--- src/rtl/vga_pkg.sv ---
// Shared VGA timing constants and helpers.
// The XGA constants are the default geometry of the raster generator.
// Downstream stages import this package so they agree on the same frame.
package vga_pkg;

    // Default XGA 1024x768 horizontal geometry, in pixels
    localparam int XGA_H_ACTIVE = 1024;
    localparam int XGA_H_FRONT  = 24;
    localparam int XGA_H_SYNC   = 136;
    localparam int XGA_H_BACK   = 160;
    localparam int XGA_H_TOTAL  = XGA_H_ACTIVE + XGA_H_FRONT + XGA_H_SYNC + XGA_H_BACK;

    // Default XGA 1024x768 vertical geometry, in lines
    localparam int XGA_V_ACTIVE = 768;
    localparam int XGA_V_FRONT  = 3;
    localparam int XGA_V_SYNC   = 6;
    localparam int XGA_V_BACK   = 29;
    localparam int XGA_V_TOTAL  = XGA_V_ACTIVE + XGA_V_FRONT + XGA_V_SYNC + XGA_V_BACK;

    // Sync polarity encodings: the level a sync output takes while asserted
    localparam logic SYNC_ACTIVE_LOW  = 1'b0;
    localparam logic SYNC_ACTIVE_HIGH = 1'b1;

    // Number of bits needed to hold the values 0 .. total-1
    function automatic int count_width(input int total);
        return (total <= 2) ? 1 : $clog2(total);
    endfunction

endpackage

--- src/rtl/vga_timing_gen_if.sv ---
// Raster timing bundle between the timing generator and the video pipeline.
// The master side is the generator: it takes ce/resync and drives the raster.
// The slave side is the pipeline head: it supplies ce/resync and consumes the raster.
interface vga_timing_gen_if #(
    parameter int HW = 11,
    parameter int VW = 10
);
    logic          ce;
    logic          resync;
    logic [HW-1:0] hcount;
    logic [VW-1:0] vcount;
    logic          hsync;
    logic          vsync;
    logic          hblnk;
    logic          vblnk;
    logic          de;
    logic          line_start;
    logic          frame_start;

    modport master (
        input  ce, resync,
        output hcount, vcount, hsync, vsync, hblnk, vblnk, de, line_start, frame_start
    );

    modport slave (
        output ce, resync,
        input  hcount, vcount, hsync, vsync, hblnk, vblnk, de, line_start, frame_start
    );
endinterface

--- src/rtl/vga_axis_counter.sv ---
// One raster axis: a wrapping position counter with registered blank and sync.
// Flags are derived from the next count so they change on the same edge as
// the count. That gives them zero skew against it.
module vga_axis_counter #(
    parameter int   ACTIVE = 1024,
    parameter int   FRONT  = 24,
    parameter int   SYNC   = 136,
    parameter int   BACK   = 160,
    parameter logic POL    = 1'b0,
    parameter int   W      = 11
) (
    input  logic         clk,
    input  logic         rst,
    input  logic         advance_i,
    input  logic         clear_i,
    output logic [W-1:0] count_o,
    output logic         wrap_o,
    output logic         blank_o,
    output logic         sync_o,
    output logic         blank_next_o
);
    localparam int           TOTAL      = ACTIVE + FRONT + SYNC + BACK;
    localparam logic [W-1:0] LAST       = W'(TOTAL - 1);
    localparam logic [W-1:0] ACT_END    = W'(ACTIVE);
    localparam logic [W-1:0] SYNC_FIRST = W'(ACTIVE + FRONT);
    // Inclusive upper bound keeps the constant inside W bits even when BACK is 0
    localparam logic [W-1:0] SYNC_LAST  = W'(ACTIVE + FRONT + SYNC - 1);

    logic [W-1:0] count_q, count_d;
    logic         blank_q, blank_d;
    logic         sync_q,  sync_d;

    // Wrap means the next advance returns this axis to 0
    assign wrap_o = (count_q == LAST);

    // Next count; clear (resync) beats the normal increment
    always_comb begin
        count_d = count_q;
        if (clear_i) begin
            count_d = '0;
        end else if (advance_i) begin
            count_d = wrap_o ? '0 : count_q + W'(1);
        end
        blank_d = (count_d >= ACT_END);
        sync_d  = ((count_d >= SYNC_FIRST) && (count_d <= SYNC_LAST)) ? POL : ~POL;
    end

    // Register the count and the flags that describe it
    always_ff @(posedge clk or posedge rst) begin
        if (rst) begin
            count_q <= '0;
            blank_q <= 1'b0;
            sync_q  <= ~POL;
        end else begin
            count_q <= count_d;
            blank_q <= blank_d;
            sync_q  <= sync_d;
        end
    end

    assign count_o      = count_q;
    assign blank_o      = blank_q;
    assign sync_o       = sync_q;
    assign blank_next_o = blank_d;
endmodule

--- src/rtl/vga_timing_gen.sv ---
// Parametrised VGA raster timing generator at the head of the video pipeline.
// It chains a horizontal and a vertical axis counter. It then registers
// data-enable and the line/frame start strobes against the same next-state.
module vga_timing_gen
    import vga_pkg::*;
#(
    parameter int   H_ACTIVE  = XGA_H_ACTIVE,
    parameter int   H_FRONT   = XGA_H_FRONT,
    parameter int   H_SYNC    = XGA_H_SYNC,
    parameter int   H_BACK    = XGA_H_BACK,
    parameter int   V_ACTIVE  = XGA_V_ACTIVE,
    parameter int   V_FRONT   = XGA_V_FRONT,
    parameter int   V_SYNC    = XGA_V_SYNC,
    parameter int   V_BACK    = XGA_V_BACK,
    parameter logic HSYNC_POL = SYNC_ACTIVE_LOW,
    parameter logic VSYNC_POL = SYNC_ACTIVE_LOW,
    parameter int   HW        = count_width(XGA_H_TOTAL),
    parameter int   VW        = count_width(XGA_V_TOTAL)
) (
    input  logic           clk,
    input  logic           rst,
    vga_timing_gen_if.master vid
);
    logic [HW-1:0] h_count;
    logic [VW-1:0] v_count;
    logic          h_wrap, v_wrap;
    logic          h_blank, v_blank;
    logic          h_blank_next, v_blank_next;
    logic          h_sync, v_sync;
    logic          h_clear, v_advance;

    logic          line_start_q, line_start_d;
    logic          frame_start_q, frame_start_d;
    logic          de_q, de_d;

    // Resync only acts on a pixel advance and pulls both axes to 0
    assign h_clear   = vid.ce & vid.resync;
    assign v_advance = vid.ce & h_wrap;

    vga_axis_counter #(
        .ACTIVE (H_ACTIVE),
        .FRONT  (H_FRONT),
        .SYNC   (H_SYNC),
        .BACK   (H_BACK),
        .POL    (HSYNC_POL),
        .W      (HW)
    ) u_h_axis (
        .clk          (clk),
        .rst          (rst),
        .advance_i    (vid.ce),
        .clear_i      (h_clear),
        .count_o      (h_count),
        .wrap_o       (h_wrap),
        .blank_o      (h_blank),
        .sync_o       (h_sync),
        .blank_next_o (h_blank_next)
    );

    vga_axis_counter #(
        .ACTIVE (V_ACTIVE),
        .FRONT  (V_FRONT),
        .SYNC   (V_SYNC),
        .BACK   (V_BACK),
        .POL    (VSYNC_POL),
        .W      (VW)
    ) u_v_axis (
        .clk          (clk),
        .rst          (rst),
        .advance_i    (v_advance),
        .clear_i      (h_clear),
        .count_o      (v_count),
        .wrap_o       (v_wrap),
        .blank_o      (v_blank),
        .sync_o       (v_sync),
        .blank_next_o (v_blank_next)
    );

    // Strobes and data-enable for the position being entered; all hold while ce=0
    always_comb begin
        line_start_d  = line_start_q;
        frame_start_d = frame_start_q;
        de_d          = ~h_blank_next & ~v_blank_next;
        if (vid.ce) begin
            line_start_d  = vid.resync | h_wrap;
            frame_start_d = vid.resync | (h_wrap & v_wrap);
        end
    end

    // Register strobes and data-enable alongside the axis counters
    always_ff @(posedge clk or posedge rst) begin
        if (rst) begin
            line_start_q  <= 1'b0;
            frame_start_q <= 1'b0;
            de_q          <= 1'b1;
        end else begin
            line_start_q  <= line_start_d;
            frame_start_q <= frame_start_d;
            de_q          <= de_d;
        end
    end

    assign vid.hcount      = h_count;
    assign vid.vcount      = v_count;
    assign vid.hsync       = h_sync;
    assign vid.vsync       = v_sync;
    assign vid.hblnk       = h_blank;
    assign vid.vblnk       = v_blank;
    assign vid.de          = de_q;
    assign vid.line_start  = line_start_q;
    assign vid.frame_start = frame_start_q;
endmodule

--- src/flat_wrapper.sv ---
// flat-port wrapper written by rule: the top's interface ports become plain ports
module vga_timing_gen_flat import vga_pkg::*;
#(
    parameter int   H_ACTIVE  = XGA_H_ACTIVE,
    parameter int   H_FRONT   = XGA_H_FRONT,
    parameter int   H_SYNC    = XGA_H_SYNC,
    parameter int   H_BACK    = XGA_H_BACK,
    parameter int   V_ACTIVE  = XGA_V_ACTIVE,
    parameter int   V_FRONT   = XGA_V_FRONT,
    parameter int   V_SYNC    = XGA_V_SYNC,
    parameter int   V_BACK    = XGA_V_BACK,
    parameter logic HSYNC_POL = SYNC_ACTIVE_LOW,
    parameter logic VSYNC_POL = SYNC_ACTIVE_LOW,
    parameter int   HW        = count_width(XGA_H_TOTAL),
    parameter int   VW        = count_width(XGA_V_TOTAL)
)
  (clk, rst, vid_ce, vid_resync, vid_hcount, vid_vcount, vid_hsync, vid_vsync, vid_hblnk, vid_vblnk, vid_de, vid_line_start, vid_frame_start);
  vga_timing_gen_if #(.HW(HW), .VW(VW)) vid_i ();
  input  logic clk;
  input  logic rst;
  input wire logic [$bits(vid_i.ce)-1:0] vid_ce;
  input wire logic [$bits(vid_i.resync)-1:0] vid_resync;
  output wire logic [$bits(vid_i.hcount)-1:0] vid_hcount;
  output wire logic [$bits(vid_i.vcount)-1:0] vid_vcount;
  output wire logic [$bits(vid_i.hsync)-1:0] vid_hsync;
  output wire logic [$bits(vid_i.vsync)-1:0] vid_vsync;
  output wire logic [$bits(vid_i.hblnk)-1:0] vid_hblnk;
  output wire logic [$bits(vid_i.vblnk)-1:0] vid_vblnk;
  output wire logic [$bits(vid_i.de)-1:0] vid_de;
  output wire logic [$bits(vid_i.line_start)-1:0] vid_line_start;
  output wire logic [$bits(vid_i.frame_start)-1:0] vid_frame_start;
  assign vid_i.ce = vid_ce;
  assign vid_i.resync = vid_resync;
  assign vid_hcount = vid_i.hcount;
  assign vid_vcount = vid_i.vcount;
  assign vid_hsync = vid_i.hsync;
  assign vid_vsync = vid_i.vsync;
  assign vid_hblnk = vid_i.hblnk;
  assign vid_vblnk = vid_i.vblnk;
  assign vid_de = vid_i.de;
  assign vid_line_start = vid_i.line_start;
  assign vid_frame_start = vid_i.frame_start;
  vga_timing_gen #(.H_ACTIVE(H_ACTIVE), .H_FRONT(H_FRONT), .H_SYNC(H_SYNC), .H_BACK(H_BACK), .V_ACTIVE(V_ACTIVE), .V_FRONT(V_FRONT), .V_SYNC(V_SYNC), .V_BACK(V_BACK), .HSYNC_POL(HSYNC_POL), .VSYNC_POL(VSYNC_POL), .HW(HW), .VW(VW)) u_core (.clk(clk), .rst(rst), .vid(vid_i));
endmodule
--- config.mk ---
export PLATFORM = sky130hd
export DESIGN_NAME = vga_timing_gen_flat
export DESIGN_NICKNAME = d
export VERILOG_FILES = /design/src/rtl/vga_pkg.sv /design/src/rtl/vga_timing_gen_if.sv /design/src/rtl/vga_axis_counter.sv /design/src/rtl/vga_timing_gen.sv /design/src/flat_wrapper.sv
export SDC_FILE = /design/constraint.sdc
export NUM_CORES = 1
export LEC_CHECK = 0
export ABC_AREA = 1
export BUFFER_PORTS_ARGS = -buffer_cell sky130_fd_sc_hd__buf_2
export CAP_MARGIN = 20
export CELL_PAD_IN_SITES_DETAIL_PLACEMENT = 0
export CELL_PAD_IN_SITES_GLOBAL_PLACEMENT = 2
export CORE_ASPECT_RATIO = 0.8
export CORE_MARGIN = 2
export CORE_UTILIZATION = 31
export DETAILED_ROUTE_END_ITERATION = 12
export PLACE_DENSITY = 0.8
export SLEW_MARGIN = 10
export SYNTH_ARGS = -nofsm -noshare
export SYNTH_HDL_FRONTEND = slang
export SYNTH_HIERARCHICAL = 1
export SYNTH_SLANG_ARGS = --single-unit
--- constraint.sdc ---
create_clock -name clk -period 2.4 [get_ports clk]
set_input_delay 0.12 -clock clk [delete_from_list [all_inputs] [get_ports clk]]
set_output_delay 0.12 -clock clk [all_outputs]
set_load 0.02 [all_outputs]
==> qor.yml <==
status: "completed"
p_total_mw: 1.006
cp_max_fo: 9
place_area_sq_um: 1952
setup.worst_path.start: "u_core/u_h_axis/count_o[1]"
crit_family: "simple AND/OR/NAND/NOR gates"
avgRoutedWirePerCell_microns: 13.20
yosys-top-cells-area: "dfrtp_1, nand2_1, inv_1"
cp_data_required_time_ns: 2.62
fin_worst_skew_ns: 0.005554
clock_path_buffers: 2
hold_class: "in2reg"
fillers: 544
vdd_drop_max_mv: 0.2434
slew_violations: 0
p_comb_share_pct: 12.2
antenna_found_initial: 0
path_clk_slew_ns: 0.11
final_hold_viol_count: 0
setup_tns_ns: 0
syn-cell-area_sq_um: 1685
rsz0062_at_grt: "false"
drc: 0
yosysSeqAreaShare_pct: 41.80
worstReg2RegStart: "u_core/u_h_axis/count_o[1]"
final_common_cell: "nand2_1"
post-route-period-util_pct: 88.92
syn_nets: 230
gp_congestion: 0.8478
slew_headroom_pct: 61.73
core_area_sq_um: 5122
synth.avg_cell_area_sq_um: 7.558
hp-start: "vid_resync"
detail-route-antenna-nets: 0
grt_pass1_wl_microns: 7024
drt-pass1-iter-count: 4
start_util_pct: 32.90
drt-total-wl_microns: 4304
synth_top_area_share_pct: 37.12
path_cells: "ha_2 -> nand2_1 -> nor2_1 -> nand2_1 -> inv_1 -> nand2_1 -> inv_2 -> nand3_2 -> nor2_2 -> nand3_1 -> nand2_1 -> nand2_2 -> inv_2 -> nand4_2 -> nor2_1 -> nand2_1"
grt_start_max_net_pins: 17
drv_cap: 0
vias: 1506
rr_worst_depth: 16
yosysTopAreaCell: "dfrtp_1"
critPathBufInv: 3
hpwl_microns: 3349
cts_setup_buffers: 0
worstMarginPinSlew_ns: 0.5734
preCtsSetupSlack_ns: 0.07862
vias_per_cell: 4.620
startpoint_type: "flop"
design_area_sq_um: 2039
clk_latency_ns: 0.28
p_int_mw: 0.7483
synth-seq-cells: 28
overflow: 0
layout_min_cycle_time_ns: 2.134
areaGrowthSynthToFinish_pct: 21.01
whs_endpoint: "u_core/vid.line_start"
seqPwrFrac_pct: 49.3
grt_pass1_vias: 1366
crit_type: "reg2reg"
most-common-layout-cells: "nand2_1, inv_1, buf_2, nand3_1, dfrtp_1"
p_leak_nw: 1.135
power_switching_mw: 0.2573
die_w_microns: 86.44
slowest_stage: "dfrtp_2"
die_h_microns: 69.95
ioPinCount: 32
synth_cell_types: 26
drive_gt1_share_pct: 28.03
fin_ws_ns: 0.2659
power.share.switching_pct: 25.58
port_buffers: 31
diodes: 0
grt_use_total_pct: 14.87
cts.htree.levels: 1
die_area_sq_um: 6046
cts-root-buf: "clkbuf_8"
final_net_count: 272
r2r_setup_slack_ns: 0.27
synthCells: 223
final_core_util_pct: 39.81
worst-endpoint-arrival_ns: 2.36
power.share.clock_pct: 38.4
drt_iter0_drc: 125
clock-sinks: 28
rows: 23
reg2reg_to: "u_core/u_v_axis/sync_o"
worstHoldPathCells: 3
synth_warnings: 6
crit_top_cell: "nand2_1"
critical_path.max_stage_delay_ns: 0.42
setup_viol: 0
max_freq_mhz: 468.6
cts_tree: "built"
cts-buffers-inserted: 3
endpoint_kind: "flop"
power_density_nw_per_um2: 493.1
how the worst max path moves through the flow:
stage,to,slack [ns],cells after the start
2_1_floorplan,u_core/u_v_axis/sync_o,0.31,17
3_3_place_gp,u_core/u_v_axis/sync_o,0.09,14
3_5_place_dp,u_core/u_v_axis/sync_o,0.08,14
4_1_cts,u_core/u_v_axis/sync_o,0.05,14
5_1_grt,u_core/u_v_axis/sync_o,0.0003,16
6_report,u_core/u_v_axis/sync_o,0.27,16
per-stage QoR:
step	cells	hold WS, ns
2_1_floorplan	223	-0.1271
3_3_place_gp	321	0.05531
3_5_place_dp	321	0.05530
4_1_cts	326	0.08817
5_1_grt	326	0.1062
6_report	326	0.1004
power groups by stage:
stage	logic [mW]	clock network [mW]	registers [mW]
after floorplan	0.0521	0	0.527
after global placement	0.121	0	0.504
after detailed placement	0.121	0	0.504
after CTS	0.122	0.402	0.495
after global routing	0.136	0.422	0.499
final	0.123	0.387	0.496
synthesized netlist by cell type:
| library cell | instances |
|---|---|
| nand2_2 | 5 |
| nor2_2 | 6 |
| dfstp_2 | 3 |
| inv_1 | 41 |
| nand3b_1 | 1 |
| o21ai_0 | 3 |
| o21bai_1 | 4 |
| and3_2 | 1 |
| a21oi_1 | 4 |
| nand4_1 | 7 |
| buf_6 | 1 |
| nor2_4 | 4 |
| dfrtp_1 | 25 |
| buf_4 | 1 |
| a211oi_1 | 2 |
| nand2_1 | 47 |
| nand3_1 | 26 |
| ha_1 | 3 |
| nand3_2 | 4 |
| xor2_1 | 3 |
| nor3_1 | 2 |
| inv_2 | 3 |
| or2_1 | 1 |
| nand4_2 | 2 |
| nor2_1 | 22 |
| o21ai_1 | 2 |
registers in the layout (all words and copies together) (netlist names):
signal / cells
u_core/vid.frame_start: 1
u_core/u_h_axis/sync_o: 1
u_core/u_v_axis/sync_o: 1
u_core/u_v_axis/blank_o: 1
u_core/u_h_axis/count_o: 11
u_core/vid.de: 1
u_core/vid.line_start: 1
u_core/u_h_axis/blank_o: 1
u_core/u_v_axis/count_o: 10
logic make-up (layout without fill, tap and decap cells):
group | after synthesis | in the layout | synth area share [%]
simple gates | 128 | 128 | 38.16
compound gates | 15 | 15 | 5.345
fa+ha+maj | 3 | 3 | 2.227
buf+inv | 46 | 87 | 10.91
flops | 28 | 28 | 41.80
xor+xnor | 3 | 3 | 1.559
repair_timing:
action | CTS | global route
setup endpoints to repair | 0 | 5
hold buffers | 1 | 0
hold endpoints to repair | 26 | 0
gates resized for setup | 0 | 4
layer usage:
metal / global-route usage, % / wire, microns / vias to the layer above
li1: - / - / 789
met1: 24.60 / 2501 / 679
met2: 18.97 / 1634 / 36
met3: 3.073 / 161 / 2
met4: 3.646 / 8 / 0
met5: 0 / 0 / -
cell type report:
cell class	instances	area (sq um)	area share, %
multi-input cells	149	802.0	39.33
well taps	62	77.57	3.804
flip-flops and latches	28	705.7	34.60
clock inverters	1	30.03	1.472
inverters	44	165.2	8.098
repair buffers	39	217.7	10.67
clock buffers	3	41.29	2.025
worst reg2reg max path: cells and delay by family (launching register included):
kind / cells / cell delay (ns)
adder cells (fa/ha/maj): 1 / 0.24
buffers and inverters: 3 / 0.31
flip-flops: 1 / 0.42
AND/OR/NAND/NOR: 12 / 1.09
Power figures use the tool's default switching activity.
